File: src/rtl/piso_serializer_pkg.sv
// Shared types and constants for the serial register link (transmitter and matching receiver).
// The bit counter width is exposed so both ends size their counters identically.
package piso_serializer_pkg;

  typedef logic [1:0] state_t;

  localparam state_t ST_IDLE   = 2'd0;
  localparam state_t ST_SHIFT  = 2'd1;
  localparam state_t ST_PARITY = 2'd2;

  // Counter holds "bits still to emit after so", so it must reach WIDTH-1 without wrapping.
  function automatic int cnt_w(input int width);
    return $clog2(width) + 1;
  endfunction

endpackage

File: src/rtl/piso_serializer_if.sv
// Word-in / bit-out bundle for the serializer: master is the word source, slave is the serializer.
interface piso_serializer_if #(
  parameter int WIDTH = 4
);

  logic [WIDTH-1:0] din;
  logic             load_valid;
  logic             load_ready;
  logic             so;
  logic             so_valid;
  logic             frame_start;
  logic             busy;

  modport master (
    output din, load_valid,
    input  load_ready, so, so_valid, frame_start, busy
  );

  modport slave (
    input  din, load_valid,
    output load_ready, so, so_valid, frame_start, busy
  );

endinterface

File: src/rtl/piso_serializer.sv
// Parallel-in serial-out transmitter: one WIDTH-bit word per frame, one bit per clk, first bit the cycle after accept.
// Optional trailing even-parity bit per frame when PISO_SERIALIZER_PARITY_EN is defined.
module piso_serializer
  import piso_serializer_pkg::*;
#(
  parameter int WIDTH     = 4,
  parameter bit MSB_FIRST = 1'b1
) (
  input logic              clk,
  input logic              rst,
  piso_serializer_if.slave bus
);

  localparam int CW = cnt_w(WIDTH);

  state_t           state;
  logic [WIDTH-1:0] shreg;
  logic [CW-1:0]    cnt;
  logic             so_q;
  logic             so_valid_q;
  logic             frame_start_q;
  logic             accept;
  logic             first_bit;
  logic             next_bit;
  logic [WIDTH-1:0] din_rest;
  logic [WIDTH-1:0] shreg_next;
`ifdef PISO_SERIALIZER_PARITY_EN
  logic             parity_q;
`endif

  // The bit to send next always sits at the outgoing end of shreg; the far end fills with zeros.
  assign first_bit  = MSB_FIRST ? bus.din[WIDTH-1] : bus.din[0];
  assign next_bit   = MSB_FIRST ? shreg[WIDTH-1]   : shreg[0];
  assign din_rest   = MSB_FIRST ? (bus.din << 1)   : (bus.din >> 1);
  assign shreg_next = MSB_FIRST ? (shreg << 1)     : (shreg >> 1);

`ifdef PISO_SERIALIZER_PARITY_EN
  assign bus.load_ready = (state == ST_IDLE) || (state == ST_PARITY);
`else
  assign bus.load_ready = (state == ST_IDLE) || ((state == ST_SHIFT) && (cnt == '0));
`endif

  assign accept          = bus.load_valid && bus.load_ready;
  assign bus.so          = so_q;
  assign bus.so_valid    = so_valid_q;
  assign bus.frame_start = frame_start_q;
  assign bus.busy        = (state != ST_IDLE);

  always_ff @(posedge clk or posedge rst) begin
    if (rst) begin
      state         <= ST_IDLE;
      shreg         <= '0;
      cnt           <= '0;
      so_q          <= 1'b0;
      so_valid_q    <= 1'b0;
      frame_start_q <= 1'b0;
    end else if (accept) begin
      // Accept wins from any ready state, which is what lets frames abut with no idle gap.
      state         <= ST_SHIFT;
      shreg         <= din_rest;
      cnt           <= CW'(WIDTH - 1);
      so_q          <= first_bit;
      so_valid_q    <= 1'b1;
      frame_start_q <= 1'b1;
    end else begin
      frame_start_q <= 1'b0;
      case (state)
        ST_SHIFT: begin
          if (cnt != '0) begin
            shreg <= shreg_next;
            cnt   <= cnt - CW'(1);
            so_q  <= next_bit;
          end else begin
`ifdef PISO_SERIALIZER_PARITY_EN
            state <= ST_PARITY;
            so_q  <= parity_q;
`else
            state      <= ST_IDLE;
            so_q       <= 1'b0;
            so_valid_q <= 1'b0;
`endif
          end
        end
`ifdef PISO_SERIALIZER_PARITY_EN
        ST_PARITY: begin
          state      <= ST_IDLE;
          so_q       <= 1'b0;
          so_valid_q <= 1'b0;
        end
`endif
        default: ;
      endcase
    end
  end

`ifdef PISO_SERIALIZER_PARITY_EN
  always_ff @(posedge clk or posedge rst) begin
    if (rst) begin
      parity_q <= 1'b0;
    end else if (accept) begin
      parity_q <= ^bus.din;
    end
  end
`endif

endmodule

File: src/flat_wrapper.sv
// flat-port wrapper written by rule: the top's interface ports become plain ports
module piso_serializer_flat import piso_serializer_pkg::*;
#(
  parameter int WIDTH     = 4,
  parameter bit MSB_FIRST = 1'b1
)
  (clk, rst, bus_din, bus_load_valid, bus_load_ready, bus_so, bus_so_valid, bus_frame_start, bus_busy);
  piso_serializer_if #(.WIDTH(WIDTH)) bus_i ();
  input logic clk;
  input logic rst;
  input wire logic [$bits(bus_i.din)-1:0] bus_din;
  input wire logic [$bits(bus_i.load_valid)-1:0] bus_load_valid;
  output wire logic [$bits(bus_i.load_ready)-1:0] bus_load_ready;
  output wire logic [$bits(bus_i.so)-1:0] bus_so;
  output wire logic [$bits(bus_i.so_valid)-1:0] bus_so_valid;
  output wire logic [$bits(bus_i.frame_start)-1:0] bus_frame_start;
  output wire logic [$bits(bus_i.busy)-1:0] bus_busy;
  assign bus_i.din = bus_din;
  assign bus_i.load_valid = bus_load_valid;
  assign bus_load_ready = bus_i.load_ready;
  assign bus_so = bus_i.so;
  assign bus_so_valid = bus_i.so_valid;
  assign bus_frame_start = bus_i.frame_start;
  assign bus_busy = bus_i.busy;
  piso_serializer #(.WIDTH(WIDTH), .MSB_FIRST(MSB_FIRST)) u_core (.clk(clk), .rst(rst), .bus(bus_i));
endmodule
File: config.mk
export PLATFORM = sky130hd
export DESIGN_NAME = piso_serializer_flat
export DESIGN_NICKNAME = d
export VERILOG_FILES = /design/src/rtl/piso_serializer_pkg.sv /design/src/rtl/piso_serializer_if.sv /design/src/rtl/piso_serializer.sv /design/src/flat_wrapper.sv
export SDC_FILE = /design/constraint.sdc
export NUM_CORES = 1
export LEC_CHECK = 0
export ABC_AREA = 1
export CAP_MARGIN = 25
export CORE_AREA = 2 2 39 41
export DETAILED_ROUTE_END_ITERATION = 10
export DIE_AREA = 0 0 41 43
export PLACE_DENSITY_LB_ADDON = 0.1
export SLEW_MARGIN = 15
export SYNTH_ARGS = -nofsm -noshare
export SYNTH_HDL_FRONTEND = slang
export SYNTH_SLANG_ARGS = --single-unit
File: constraint.sdc
create_clock -name clk -period 1.3 [get_ports clk]
set_input_delay 0.13 -clock clk [delete_from_list [all_inputs] [get_ports clk]]
set_output_delay 0.13 -clock clk [all_outputs]
set_load 0.005 [all_outputs]
==> results.json, run 1 <==
{
  "run_status": "finished clean",
  "maximum_buffer_depth_of_the_clock_tree": 2,
  "placed_cells": 85,
  "grt.total_usage": 0.133,
  "report.final.slew_viol_count": 0,
  "floorplan.die.height_um": 43,
  "cts.htree.levels": 1,
  "ys_top_cells_by_area": "dfrtp_1 (50%), nand3_1 (13%), nand2_1 (11%)",
  "starting_density": 0.325,
  "layout-drive-gt1-share": 0.307,
  "worst_endpoint_data_arrival_time_ps": 1420,
  "hold_viol_final": 0,
  "tns_ps": 0,
  "clk_pin_slew_ps": 60,
  "clkLatencyLatePin_ps": 260,
  "antennaDiodeCount": 0,
  "antenna_left": 0,
  "cp.buffers_inverters": 3,
  "synth_fp_nets": 62,
  "critical_path.top_delay_family": "flip-flops",
  "routed_via_density": 4.37,
  "routedWlPerCell_um": 10.1,
  "clock_sinks": 9,
  "data_required_critical_path_ps": 1440,
  "syn-cell-area_um2": 449,
  "core_area_mm2": 0.00138,
  "grt_remaining_overflow": 0,
  "holdBufCountCts": 0,
  "cts_root_buffer": "clkbuf_4",
  "ioPinCount": 12,
  "tritoncts": "built",
  "cp_cell_sequence": "inv_2 > ha_4 > nand2_2 > nand2_2 > buf_6 > clkinvlp_4 > nand2_1 > nand3_1",
  "ir_worst_vdd_uv": 902,
  "dp.final_hpwl_um": 653,
  "drt-pass1-iter-count": 4,
  "max_clock_skew_ps": 0.172,
  "grt_max_degree": 10,
  "worstHoldPathType": "input port to asynchronous set/reset pin",
  "drt_iter0_drc": 7,
  "yosysUniqueCellTypes": 11,
  "max_clock_freq_mhz": 785,
  "synthMostInstantiatedCell": "nand2_1",
  "die_w_um": 41,
  "grt_setup_unrepaired": "yes",
  "numCtsBuffers": 3,
  "grt_antenna_before_repair": 0,
  "fillers": 142,
  "finalHoldWorstSlack_ps": 134,
  "nets": 85,
  "yosys_register_bits": 9,
  "synth.cells.most_frequent": "nand2_1 (13), nand3_1 (12), dfrtp_1 (9), inv_1 (9), nor2_1 (3)",
  "finalNonFillerCells": 91,
  "port_buffers": 11,
  "vias_in_the_first_global_route": 362,
  "yosys.area.top_type": "dfrtp_1",
  "synth_seq_area_share": 0.501,
  "timing.max_cap.violations": 0,
  "critical_path_class": "register to register",
  "gpl.final_weighted_congestion": 0.709,
  "worstMarginPinSlew_ps": 363,
  "crit_fanout": 6,
  "power_leakage_nw": 0.362,
  "setup-violations-final": 0,
  "asyncSetResetFlopFracSynth": 1.00,
  "max_slew_margin": 0.758,
  "timing.critical_path.to_type": "register",
  "post-route-drc-count": 0,
  "syn_area_per_cell_um2": 8.48,
  "dieArea_mm2": 0.00176,
  "maximum_cell_stage_delay_along_the_critical_path_ps": 370,
  "worst_path_max_delay_cell": "dfrtp_1",
  "synth_ff_type": "dfrtp_1",
  "cell_with_the_most_instances_on_the_worst_path": "nand2_2",
  "grt_pass1_wl_mm": 1.50,
  "synth_largest_type_area_fraction": 0.501,
  "postSynthCellCount": 53,
  "synth-warning-count": 0,
  "layout.core_utilization": 0.495,
  "finalCritPeriodShare": 0.980,
  "worst_slack_ps": 25.8,
  "synthToLayoutAreaGrowth_pct": 52.4,
  "route.final.wire_length_um": 920,
  "finalCriticalPeriod_ps": 1270,
  "synth_edf_count": 0,
  "detailroute.via_count": 398,
  "worstSetupStartpointType": "register",
  "power-per-cell-area_mw_per_mm2": 2240,
  "placement.setup.worst_slack_ps": -6.30,
  "rows": 14
}
logic make-up after synthesis:
logic type | synth area share
AND/OR/NAND/NOR | 0.306
adder cells (fa/ha/maj) | 0.0557
buffers and inverters | 0.117
AO/OA/AOI/OAI | 0.0195
flip-flops | 0.501
what timing repair did:
| action | CTS | global route |
|---|---|---|
| gates resized for setup | 3 | 12 |
| buffers inserted | 1 | 1 |
| pin swaps | 0 | 7 |
| endpoints found under the setup margin | 4 | 10 |
metrics by stage:
stage	power (mW)	cell area, um^2
4_1_cts	1.44	648
3_5_place_dp	1.21	613
3_3_place_gp	1.20	613
2_1_floorplan	0.870	449
5_1_grt	1.69	684
6_report	1.53	684
layer usage:
layer  up-vias  track usage  part of all wire
li1        207            -                 -
met1       175        0.174              0.45
met2        12        0.163              0.46
met3         4       0.0471             0.062
met4         0        0.120             0.024
met5         -            0                 0
area by class of cell:
| cell class | instances | area, um^2 | share of cell area |
|---|---|---|---|
| multi-input combinational | 33 | 194 | 0.283 |
| inverter | 9 | 37.5 | 0.0548 |
| clock buffer | 4 | 26.3 | 0.0384 |
| tap | 16 | 20.0 | 0.0293 |
| sequential | 9 | 225 | 0.329 |
| timing repair buffer | 20 | 181 | 0.265 |
registers in the layout (all words and copies together), names as in the netlist:
signal                  count
u_core.bus.so_valid         1
u_core.bus.so               1
u_core.bus.frame_start      1
u_core.shreg                3
u_core.cnt                  3
where the power goes:
group	total (mW)	internal [mW]	switching [mW]
Combinational	0.863	0.450	0.413
Sequential	0.455	0.396	0.0591
Clock	0.215	0.118	0.0963
final timing paths:
check	slack (ps)	depth (start not counted)	startpoint	end
worst max register to register	30	8	u_core.cnt[0]	u_core.shreg[2]
worst max-delay path	30	8	u_core.cnt[0]	u_core.shreg[2]
worst min-delay path	130	2	rst	u_core.bus.frame_start
min in group clk	400	3	bus_din[0]	u_core.shreg[1]
worst min register to register	480	2	u_core.shreg[1]	u_core.shreg[2]
max in group asynchronous	910	2	rst	u_core.cnt[1]
layout by cell type (no fill, tap or decap), drive strengths merged:
cell and instances:
nand2 15, nand3 12, buf 10, dfrtp 9
clkdlybuf4s50 8, inv 8, clkbuf 4, nor2 3
dlymetal6s2s 2, ha 2, clkinvlp 1, o21ai 1
No activity file was read; power rests on OpenSTA's default activity.
==> inputs of run 2 (changes only) <==
- CAP_MARGIN: 25 -> unset
- clock period: 1.3 -> 1.55 ns (I/O delays scaled with it)
==> results.json, run 2 (same netlist as run 1, synthesis figures left out) <==
{
  "layout-drive-gt1-share": 0.147,
  "report.final.slew_viol_count": 0,
  "multiInputGateArea_um2": 171,
  "grt_pass1_wl_mm": 1.41,
  "worstReg2RegStart": "u_core.cnt[0]",
  "worstHoldPathType": "input port to asynchronous set/reset pin",
  "vias_in_the_first_global_route": 311,
  "maximum_cell_stage_delay_along_the_critical_path_ps": 340,
  "largest_registers": "u_core.cnt x3, u_core.shreg x3",
  "finalCriticalPeriod_ps": 1350,
  "setup-violations-final": 0,
  "die_w_um": 41,
  "route.final.wire_length_um": 827,
  "worstMarginPinSlew_ps": 343,
  "worstSetupStartpointType": "register",
  "hold_viol_final": 0,
  "grt_antenna_before_repair": 0,
  "finalCritPeriodShare": 0.869,
  "max_clock_freq_mhz": 742,
  "drt_iter0_drc": 8,
  "timing.max_cap.violations": 0,
  "detailroute.via_count": 376,
  "layout.cells.most_common": "nand2_1",
  "numCtsBuffers": 3,
  "fillers": 159,
  "drt-pass1-iter-count": 4,
  "clkLatencyLatePin_ps": 260,
  "nets": 78,
  "finalHoldWorstSlack_ps": 150,
  "worst_path_max_delay_cell": "dfrtp_1",
  "rows": 14,
  "port_buffers": 11,
  "dpl_cell_area_um2": 568,
  "startpoint": "u_core.cnt[0]",
  "register_area_um2": 225,
  "routedWlPerCell_um": 9.85,
  "cts.htree.levels": 1,
  "synthToLayoutAreaGrowth_pct": 33.7,
  "tns_ps": 0,
  "data_required_critical_path_ps": 1390,
  "antenna_left": 0,
  "core_area_mm2": 0.00138,
  "grt.total_usage": 0.128,
  "layout.core_utilization": 0.434,
  "clock_sinks": 9,
  "cts_root_buffer": "clkbuf_4",
  "max_clock_skew_ps": 1.46,
  "routed_via_density": 4.48,
  "crit_fanout": 2,
  "finalNonFillerCells": 84,
  "power-per-cell-area_mw_per_mm2": 1800,
  "mostFrequentLayoutCells": "nand2_1 (13), nand3_1 (12), clkdlybuf4s50_1 (10), dfrtp_1 (9), inv_1 (7)",
  "grt_max_degree": 12,
  "placed_cells": 79,
  "maximum_buffer_depth_of_the_clock_tree": 2,
  "gpl.final_weighted_congestion": 0.673,
  "tritoncts": "built",
  "ioPinCount": 12,
  "timing.critical_path.to_type": "output port",
  "cp.buffers_inverters": 2,
  "run_status": "finished clean",
  "starting_density": 0.325,
  "critical_path.top_delay_family": "flip-flops",
  "grt_remaining_overflow": 0,
  "floorplan.die.height_um": 43,
  "clk_pin_slew_ps": 60,
  "critical_path_class": "register to output port",
  "cp_cell_sequence": "inv_2 > ha_1 > nand2_1 > nand2_2 > dlygate4sd2_1",
  "power_leakage_nw": 0.325,
  "ir_worst_vdd_uv": 551,
  "antennaDiodeCount": 0,
  "max_slew_margin": 0.771,
  "grt_setup_unrepaired": "no",
  "post-route-drc-count": 0,
  "dieArea_mm2": 0.00176,
  "worst_endpoint_data_arrival_time_ps": 1190,
  "layout.cell_area.non_filler_um2": 601
}
[run 2: final cells by class]
class | instances | share of cell area
Sequential cell | 9 | 0.375
Timing Repair Buffer | 13 | 0.206
Inverter | 9 | 0.0563
Multi-Input combinational cell | 33 | 0.285
Clock buffer | 4 | 0.0438
Tap cell | 16 | 0.0333
[run 2: path summary, 6_finish.rpt]
path	to	depth (start not counted)	slack [ps]
worst max-delay path	bus_load_ready	5	200
worst min-delay path	u_core.shreg[1]	2	150
worst max register to register	u_core.cnt[1]	9	230
worst min register to register	u_core.shreg[3]	2	500
max in group asynchronous	u_core.bus.so_valid	2	1150
min in group clk	u_core.shreg[1]	3	420
[run 2: what timing repair did]
| item | in CTS | in global routing |
|---|---|---|
| gates resized for setup | 3 | 0 |
| setup endpoints to repair | 1 | 0 |
| setup buffers | 1 | 0 |
| hold buffers | 0 | 0 |
[run 2: where the power goes]
part | switching [mW] | internal, mW
registers | 0.0502 | 0.332
clock network | 0.0821 | 0.0992
logic | 0.270 | 0.248
total | 0.402 | 0.679
[run 2: metal layers]
layer,up-vias,GRT usage,part of all wire
met3,2,0.0471,0.060
li1,193,-,-
met1,171,0.161,0.47
met4,0,0.120,0.015
met2,10,0.159,0.46
met5,-,0,0
[run 2: per-stage QoR]
step | total power [mW] | setup WS [ps]
after floorplan | 0.730 | 431
after global placement | 0.905 | 189
after detailed placement | 0.900 | 161
after CTS | 1.11 | 184
after global routing | 1.20 | 109
final | 1.08 | 203
==> inputs of run 3 (changes only) <==
- GPL_ROUTABILITY_DRIVEN: unset -> 0
==> results of run 3 <==
Final layout, timing and power as in run 2 (identical DEF).
